===== config.mk =====
export PLATFORM = sky130hd
export DESIGN_NAME = uart_transmitter
export DESIGN_NICKNAME = d
export VERILOG_FILES = /design/src/rtl/uart_transmitter.sv
export SDC_FILE = /design/constraint.sdc
export NUM_CORES = 1
export LEC_CHECK = 0
export ABC_AREA = 1
export BUFFER_PORTS_ARGS = -buffer_cell sky130_fd_sc_hd__buf_2
export CAP_MARGIN = 10
export CORE_MARGIN = 2
export CORE_UTILIZATION = 40
export DETAILED_ROUTE_END_ITERATION = 16
export SLEW_MARGIN = 0
export SYNTH_ARGS = -nofsm -noshare
export SYNTH_HDL_FRONTEND = slang
export SYNTH_SLANG_ARGS = --single-unit

===== constraint.sdc =====
create_clock -name clk -period 1.3 [get_ports clk]
set_input_delay 0.13 -clock clk [delete_from_list [all_inputs] [get_ports clk]]
set_output_delay 0.13 -clock clk [all_outputs]
set_load 0.005 [all_outputs]

===== src/rtl/uart_transmitter.sv =====
// ---------------------------------------------------------------------------
// uart_transmitter
//
// Purpose:
//   Serialises one byte per request into an asynchronous frame on a line
//   that idles high. The frame is a start bit (0), then data bits LSB first,
//   then an optional even-parity bit, then a stop bit (1). Each bit is held
//   for CLKS_PER_BIT clock cycles.
//
// Parameters:
//   CLKS_PER_BIT  clk cycles per serial bit (1..65535)
//
// Optional build macro:
//   UART_TX_PARITY_EN  when defined, an even-parity bit is inserted
//                      between the last data bit and the stop bit.
//
// Ports:
//   clk   in   system clock, rising edge
//   rst   in   synchronous reset, active-low
//   load  in   one-cycle transmit request, accepted only when idle
//   data  in   [7:0] byte to send, captured with an accepted load
//   tx    out  registered serial line
//   busy  out  registered, high while a frame is in flight
// ---------------------------------------------------------------------------
module uart_transmitter #(
    parameter int CLKS_PER_BIT = 1
) (
    input  logic       clk,
    input  logic       rst,
    input  logic       load,
    input  logic [7:0] data,
    output logic       tx,
    output logic       busy
);

    localparam logic [15:0] CNT_MAX = 16'(CLKS_PER_BIT - 1);

    typedef enum logic [2:0] {
        IDLE   = 3'd0,
        START  = 3'd1,
        DATA   = 3'd2,
`ifdef UART_TX_PARITY_EN
        PARITY = 3'd3,
`endif
        STOP   = 3'd4
    } state_t;

    state_t      state_reg, state_next;
    logic        tx_reg, tx_next;
    logic        busy_reg, busy_next;
    logic [15:0] cnt_reg, cnt_next;
    logic [2:0]  bit_idx_reg, bit_idx_next;
    logic [7:0]  shift_reg, shift_next;

    logic        bit_done;
    logic [2:0]  bit_idx_inc;

    assign bit_done    = (cnt_reg == CNT_MAX);
    assign bit_idx_inc = bit_idx_reg + 3'd1;

    always_ff @(posedge clk) begin
        if (!rst) begin
            state_reg   <= IDLE;
            tx_reg      <= 1'b1;
            busy_reg    <= 1'b0;
            cnt_reg     <= 16'd0;
            bit_idx_reg <= 3'd0;
            shift_reg   <= 8'd0;
        end else begin
            state_reg   <= state_next;
            tx_reg      <= tx_next;
            busy_reg    <= busy_next;
            cnt_reg     <= cnt_next;
            bit_idx_reg <= bit_idx_next;
            shift_reg   <= shift_next;
        end
    end

    // tx is registered, so the value for the next bit period is chosen on
    // the edge that ends the current one; this makes tx fall on the very
    // edge that accepts load.
    always_comb begin
        state_next   = state_reg;
        tx_next      = tx_reg;
        busy_next    = busy_reg;
        cnt_next     = cnt_reg;
        bit_idx_next = bit_idx_reg;
        shift_next   = shift_reg;

        case (state_reg)
            IDLE: begin
                tx_next      = 1'b1;
                busy_next    = 1'b0;
                cnt_next     = 16'd0;
                bit_idx_next = 3'd0;
                if (load) begin
                    shift_next = data;
                    state_next = START;
                    tx_next    = 1'b0;
                    busy_next  = 1'b1;
                end
            end

            START: begin
                if (bit_done) begin
                    cnt_next     = 16'd0;
                    bit_idx_next = 3'd0;
                    state_next   = DATA;
                    tx_next      = shift_reg[0];
                end else begin
                    cnt_next = cnt_reg + 16'd1;
                end
            end

            DATA: begin
                if (bit_done) begin
                    cnt_next = 16'd0;
                    if (bit_idx_reg == 3'd7) begin
`ifdef UART_TX_PARITY_EN
                        state_next = PARITY;
                        tx_next    = ^shift_reg;
`else
                        state_next = STOP;
                        tx_next    = 1'b1;
`endif
                    end else begin
                        bit_idx_next = bit_idx_inc;
                        tx_next      = shift_reg[bit_idx_inc];
                    end
                end else begin
                    cnt_next = cnt_reg + 16'd1;
                end
            end

`ifdef UART_TX_PARITY_EN
            PARITY: begin
                if (bit_done) begin
                    cnt_next   = 16'd0;
                    state_next = STOP;
                    tx_next    = 1'b1;
                end else begin
                    cnt_next = cnt_reg + 16'd1;
                end
            end
`endif

            STOP: begin
                if (bit_done) begin
                    cnt_next   = 16'd0;
                    state_next = IDLE;
                    tx_next    = 1'b1;
                    busy_next  = 1'b0;
                end else begin
                    cnt_next = cnt_reg + 16'd1;
                end
            end

            default: begin
                state_next = IDLE;
                tx_next    = 1'b1;
                busy_next  = 1'b0;
                cnt_next   = 16'd0;
            end
        endcase
    end

    assign tx   = tx_reg;
    assign busy = busy_reg;

endmodule


==> impl_results.md, run 1 <==
- Status: finished, violations left
- Failing checks: negative setup slack
- Slew margin rel.: 0.771
- CP max FO: 4
- # diodes: 0
- Placed cells: 321
- Top FF cell, synth: dfxtp_1
- Aggregate negative setup slack: -0.956 ns
- WP data required: ~1.5 ns
- Area grow syn2layout: 48.2%
- Max Slew Vio Count: 0
- DRT Wirelength: around 4000 um
- Largest net degree at the start of global routing: 10
- Cell Pwr Density: approximately 1400 nW/um^2
- Clock Sinks: 32
- Hold-fix buffers, CTS: 0
- Worst skew pair latency: roughly 0.28 ns
- Worst Skew: 0.00237 ns
- Placed Area: just under 2000 um^2
- Ys Warns: 0
- Post-DRT Antenna Nets: 0
- Die extent in x: between 60 and 70 um
- Layout Nets: around 300
- GPL Wtd Cong: 0.854
- Residual DRC count: 0
- Via Count: between 1500 and 2000
- Unique masters post-synth: 23
- Most used routing layer: met2
- # IOs: 13
- Arr. time, crit path: approximately 1.6 ns
- Leakage: roughly 1 nW
- Layout cells sized above 1: 0.429
- Avg Cell Area, Syn: between 6 and 7 um^2
- Maximum clock rate: 724 MHz
- Grt ovf: 0
- CTS tree: yes
- Finished Layout Cells: roughly 340
- Post-route cell area: 2370 um^2
- R2R depth: 11
- Filler cells: 350
- GRT Total Usage: 0.192
- Sequential area share after synthesis: 0.401
- Dpl hpwl: 2680 um
- Met1 GRT Util: 0.262
- Initial antenna violation count: 0
- Seq cells post-synth: 32
- Number of synthesized flops with an enable pin: 0
- Worst hold margin: between 0.1 and 0.15 ns
- Async S/R FF share, synth: 0
- Final worst path period need: around 1.4 ns
- Routed wire per std cell: 11.9 um
- Detailed-router iteration count before antenna repair: 4
- Avg Vias per Cell: between 4 and 5
- Final setup margin: -0.0813 ns
- Clk buf depth: 2
- Worst slew pin tran: 0.343 ns
- Row count: 22
- Core region area: between 3000 and 4000 um^2
- CTS buffer count: 5
- Port Buffer Count: 12
- First-pass GRT wire length: 6440 um
- Area share of the largest cell type after synthesis: 0.401
- Number of H-tree levels: 2
- Syn Nets: roughly 250
- Full die area: 4520 um^2
- Hold Path Stages: 3
- Met2 layer usage reported by global route: 0.291
- Initial Utilization: 0.427
- Setup crit end kind: flop
- Clock root buffer: clkbuf_8
- Chip Height: roughly 67 um
- VDD IR-drop max: about 0.92 mV
- Maxcap violations: 0
- Worst hold path class: in -> reg
- Final period util: 1.06
- Final hold violation count: 0
- Largest register FFs: 16
- Initial DRC Count: 109
- Met3 usage: 0.0550
- Synthesized instance count: between 200 and 250
- CP Class: reg -> reg
- Final setup vio count: 18
- Vias in the first global route: roughly 1500
- Clock slew at reported path FFs: roughly 0.06 ns
- Top post-synthesis cells by area: dfxtp_1, nand2_1, nand3_1, inv_1, a21oi_1
- Area leader, netlist: dfxtp_1
- Startpoint Class: flop
- RSZ-0062 raised after global routing: yes
- Mapped cell area: between 1500 and 2000 um^2
-- cell usage in the layout, fill, tap and decap left out, drive strengths merged --
cell type,instances
a21oi,21
buf,51
clkbuf,8
dfxtp,32
ha,4
inv,29
nand2,58
nand3,26
nand3b,1
nand4,5
nor2,31
nor3,5
o21ai,6
or2,3
xnor2,2
xor2,5
-- worst max-delay path: stages, from the launching register on --
cell	delay [ns]
dfxtp_4	0.35
inv_2	0.06
ha_4	0.13
nand2_4	0.05
nor2_4	0.13
nand2_4	0.08
o21ai_4	0.10
buf_6	0.16
nand3_4	0.07
nand2_1	0.07
inv_1	0.04
nor2_1	0.08
-- power breakdown --
part	leakage [nW]	total, W	internal (W)	switching (W)
Combinational	0.693	0.00126	0.000586	0.000677
Clock	0.0455	0.000782	0.000431	0.000351
Sequential	0.264	0.00119	0.00111	0.0000820
Total	1.00	0.00323	0.00213	0.00111
-- cell usage after synthesis, types with 2 or more instances --
cell and number:
xnor2_1 2, nand3_1 25, clkbuf_1 2, nor2_1 28, nand4_1 5, o21ai_0 5, nor2_2 2, nand2_2 4
or2_2 2, nand2_1 54, nor3_1 4, a21oi_1 21, inv_1 29, dfxtp_1 32, ha_1 4, xor2_1 5
-- layout make-up --
class,instances,area [um^2],area share
sequential,32,654,0.276
tap,48,60.1,0.0254
clock buffer,8,90.1,0.0381
multi-input combinational,167,1040,0.441
timing repair buffer,51,408,0.172
inverter,29,111,0.0470
-- metal layers --
layer	vias up	wire, um
li1	847	-
met1	743	1970
met2	27	1810
met3	8	136
met4	0	66
met5	-	0
-- what timing repair did --
item / in CTS / in global routing
endpoints found under the setup margin: 22 / 32
cloned: 1 / 0
gates resized for setup: 35 / 38
buffers inserted: 3 / 3
pin swaps: 11 / 19
-- path summary, 6_finish.rpt --
path / from / endpoint / slack (ns)
setup / recovery: cnt_reg[0] / state_reg[1] / -0.08
hold / removal: data[5] / shift_reg[5] / 0.11
setup reg to reg: cnt_reg[0] / state_reg[1] / -0.08
hold reg to reg: cnt_reg[0] / cnt_reg[0] / 0.44
-- cell families (layout without fill, tap and decap cells) --
logic type,Yosys count,after routing,share of synthesized area
AOI/OAI and AO/OA,27,27,0.0869
xor gates and xnor gates,7,7,0.0384
adders and majority gates,4,4,0.0313
buffers and inverters,32,88,0.0799
DFF,32,32,0.401
and+or+nand+nor,129,129,0.363
-- per-stage QoR --
step | setup slack, ns | total power [W] | utilization
detailed placement | -0.125 | 0.00219 | 0.530
CTS | -0.0424 | 0.00306 | 0.591
global route | -0.169 | 0.00344 | 0.632
global placement | -0.0575 | 0.00220 | 0.530
finish | -0.0813 | 0.00323 | 0.632
floorplan | 0.00533 | 0.00175 | -
Note: power is estimated with default switching activity, not from simulation.
==> run 2: changes to the inputs <==
BUFFER_PORTS_ARGS = default   (was -buffer_cell sky130_fd_sc_hd__buf_2)
DONT_BUFFER_PORTS = 1   (was default)
==> run 2 against run 1 <==
Effect of this change: the run still ends with negative setup slack left; sequential power is essentially flat; largest power group is now registers; critical path type unchanged; routed wire length shrank 5.6%; non-clock buffer count shrank 10; die area is the same.
==> impl_results.md, run 2 (synthesis gave the netlist of run 1 again) <==
- WP data required: around 1.5 ns
- # diodes: 0
- Most common cell after layout, fill and taps aside: nand2_1
- Startpoint Class: flop
- Aggregate negative setup slack: -0.455 ns
- CP max-delay cell: dfxtp_4
- Final period util: 1.08
- Maxcap violations: 0
- Initial Utilization: 0.427
- Setup crit end kind: flop
- Clock slew at reported path FFs: ~0.070 ns
- Post-Route Utilization: 0.621
- FF-to-FF setup slack: -0.1 ns
- Max Slew Vio Count: 0
- Number of H-tree levels: 2
- Worst skew pair latency: between 0.2 and 0.3 ns
- DRT Wirelength: roughly 3800 um
- GPL Wtd Cong: approximately 0.90
- Clock Sinks: 32
- Worst slew pin tran: between 0.4 and 0.5 ns
- Leakage: 0.963 nW
- Maximum clock rate: slightly above 700 MHz
- Crit-path leading delay family: flip-flops
- Area grow syn2layout: 45.6%
- Slowest stage delay, CP: 0.38 ns
- Vias in the first global route: around 1400
- Final worst path period need: 1.40 ns
- Final hold violation count: 0
- Placed Area: between 1500 and 2000 um^2
- Dpl hpwl: around 2500 um
- Failing checks: negative setup slack
- Filler cells: 340
- Post-route cell area: ~2300 um^2
- Final setup margin: -0.0975 ns
- Grt ovf: 0
- Core region area: between 3000 and 4000 um^2
- Largest register FFs: 16
- Die extent in x: roughly 67 um
- Cell mode on critical path: nand2_2
- Avg Vias per Cell: between 4 and 5
- Detailed-router iteration count before antenna repair: 4
- Slew margin rel.: 0.680
- Initial DRC Count: 80
- Row count: 22
- Worst Skew: between 0.007 and 0.008 ns
- Arr. time, crit path: about 1.6 ns
- Clock root buffer: clkbuf_8
- Commonest non-fill, non-tap cells in the layout: nand2_1, buf_4, dfxtp_1, inv_1, nand3_1
- Routed wire per std cell: between 10 and 15 um
- GRT Total Usage: 0.185
- Chip Height: just under 70 um
- CP max FO: 6
- CP Class: reg -> reg
- Largest net degree at the start of global routing: 14
- Footprint of the multi-input gates: 1050 um^2
- Layout cells sized above 1: 0.401
- Status: finished, violations left
- # IOs: 13
- Clk buf depth: 2
- CTS buffer count: 5
- Port Buffer Count: 0
- Layout Nets: roughly 290
- CP cell instances: inv_2 > ha_4 > nand2_2 > nor2_2 > nand2_2 > o21ai_4 > buf_12 > buf_4 > a21oi_2 > nor2_1
- Full die area: ~4500 um^2
- Post-DRT Antenna Nets: 0
- Residual DRC count: 0
- Worst hold path class: in -> reg
- Via Count: between 1500 and 2000
- Final setup vio count: 20
- Initial antenna violation count: 0
- RSZ-0062 raised after global routing: yes
- CTS tree: yes
- Register area: roughly 660 um^2
- Crit path buffers/inverters: 3
- First-pass GRT wire length: around 6300 um
- Cell Pwr Density: approximately 1300 nW/um^2
- VDD IR-drop max: roughly 1.2 mV
==> run 2: changes by cell type in the layout (fill, tap and decap cells not counted), sizes merged <==
cell         delta
buf            -18
clkbuf          -2
dlygate4sd3     +8
clkinv          +2
==> run 2: routing by layer <==
layer / GRT usage / wire length, um
met5: 0 / 0
met4: 0.0689 / 53
met3: 0.0567 / 145
met2: 0.261 / 1660
met1: 0.263 / 1900
==> run 2: path summary, 6_finish.rpt <==
path	end	cells past startpoint	startpoint
worst max-delay path	state_reg[0]	10	cnt_reg[0]
worst min-delay path	shift_reg[7]	2	data[7]
worst max register to register	state_reg[0]	10	cnt_reg[0]
worst min register to register	cnt_reg[0]	1	cnt_reg[0]
==> run 2: cell type report <==
class,count,share of cell area
multi-input cells,167,0.451
flip-flops and latches,32,0.285
repair buffers,41,0.151
inverters,29,0.0479
clock buffers,6,0.0355
well taps,48,0.0258
clock inverters,2,0.00430
==> run 2: timing repair <==
item | 4_1_cts | 5_1_grt
buffers inserted | 3 | 3
endpoints found under the setup margin | 21 | 32
gates resized for setup | 24 | 53
pin swaps | 7 | 9
hold endpoints to repair | 10 | 0
hold buffers | 8 | 0
==> run 2: power breakdown <==
part | leakage [nW] | internal, W | switching, W | total (W)
Combinational | 0.646 | 0.000463 | 0.000635 | 0.00110
Clock | 0.0510 | 0.000422 | 0.000365 | 0.000787
Sequential | 0.266 | 0.00110 | 0.0000935 | 0.00119
==> run 2: per-stage QoR <==
step	hold WS, ns	setup slack [ns]	power [W]	std cells
2_1_floorplan	0.251	0.00533	0.00175	231
3_3_place_gp	0.257	-0.0411	0.00208	303
3_5_place_dp	0.266	-0.0628	0.00208	303
4_1_cts	0.0136	-0.0365	0.00295	322
5_1_grt	0.0269	-0.168	0.00328	325
6_report	0.0177	-0.0975	0.00308	325
==> run 2: worst register-to-register path, cell delays in order (launching register included) <==
cell and delay [ns]:
dfxtp_4 0.38, inv_2 0.05, ha_4 0.14, nand2_2 0.07, nor2_2 0.04, nand2_2 0.10, o21ai_4 0.09, buf_12 0.14
buf_4 0.13, a21oi_2 0.12, nor2_1 0.06
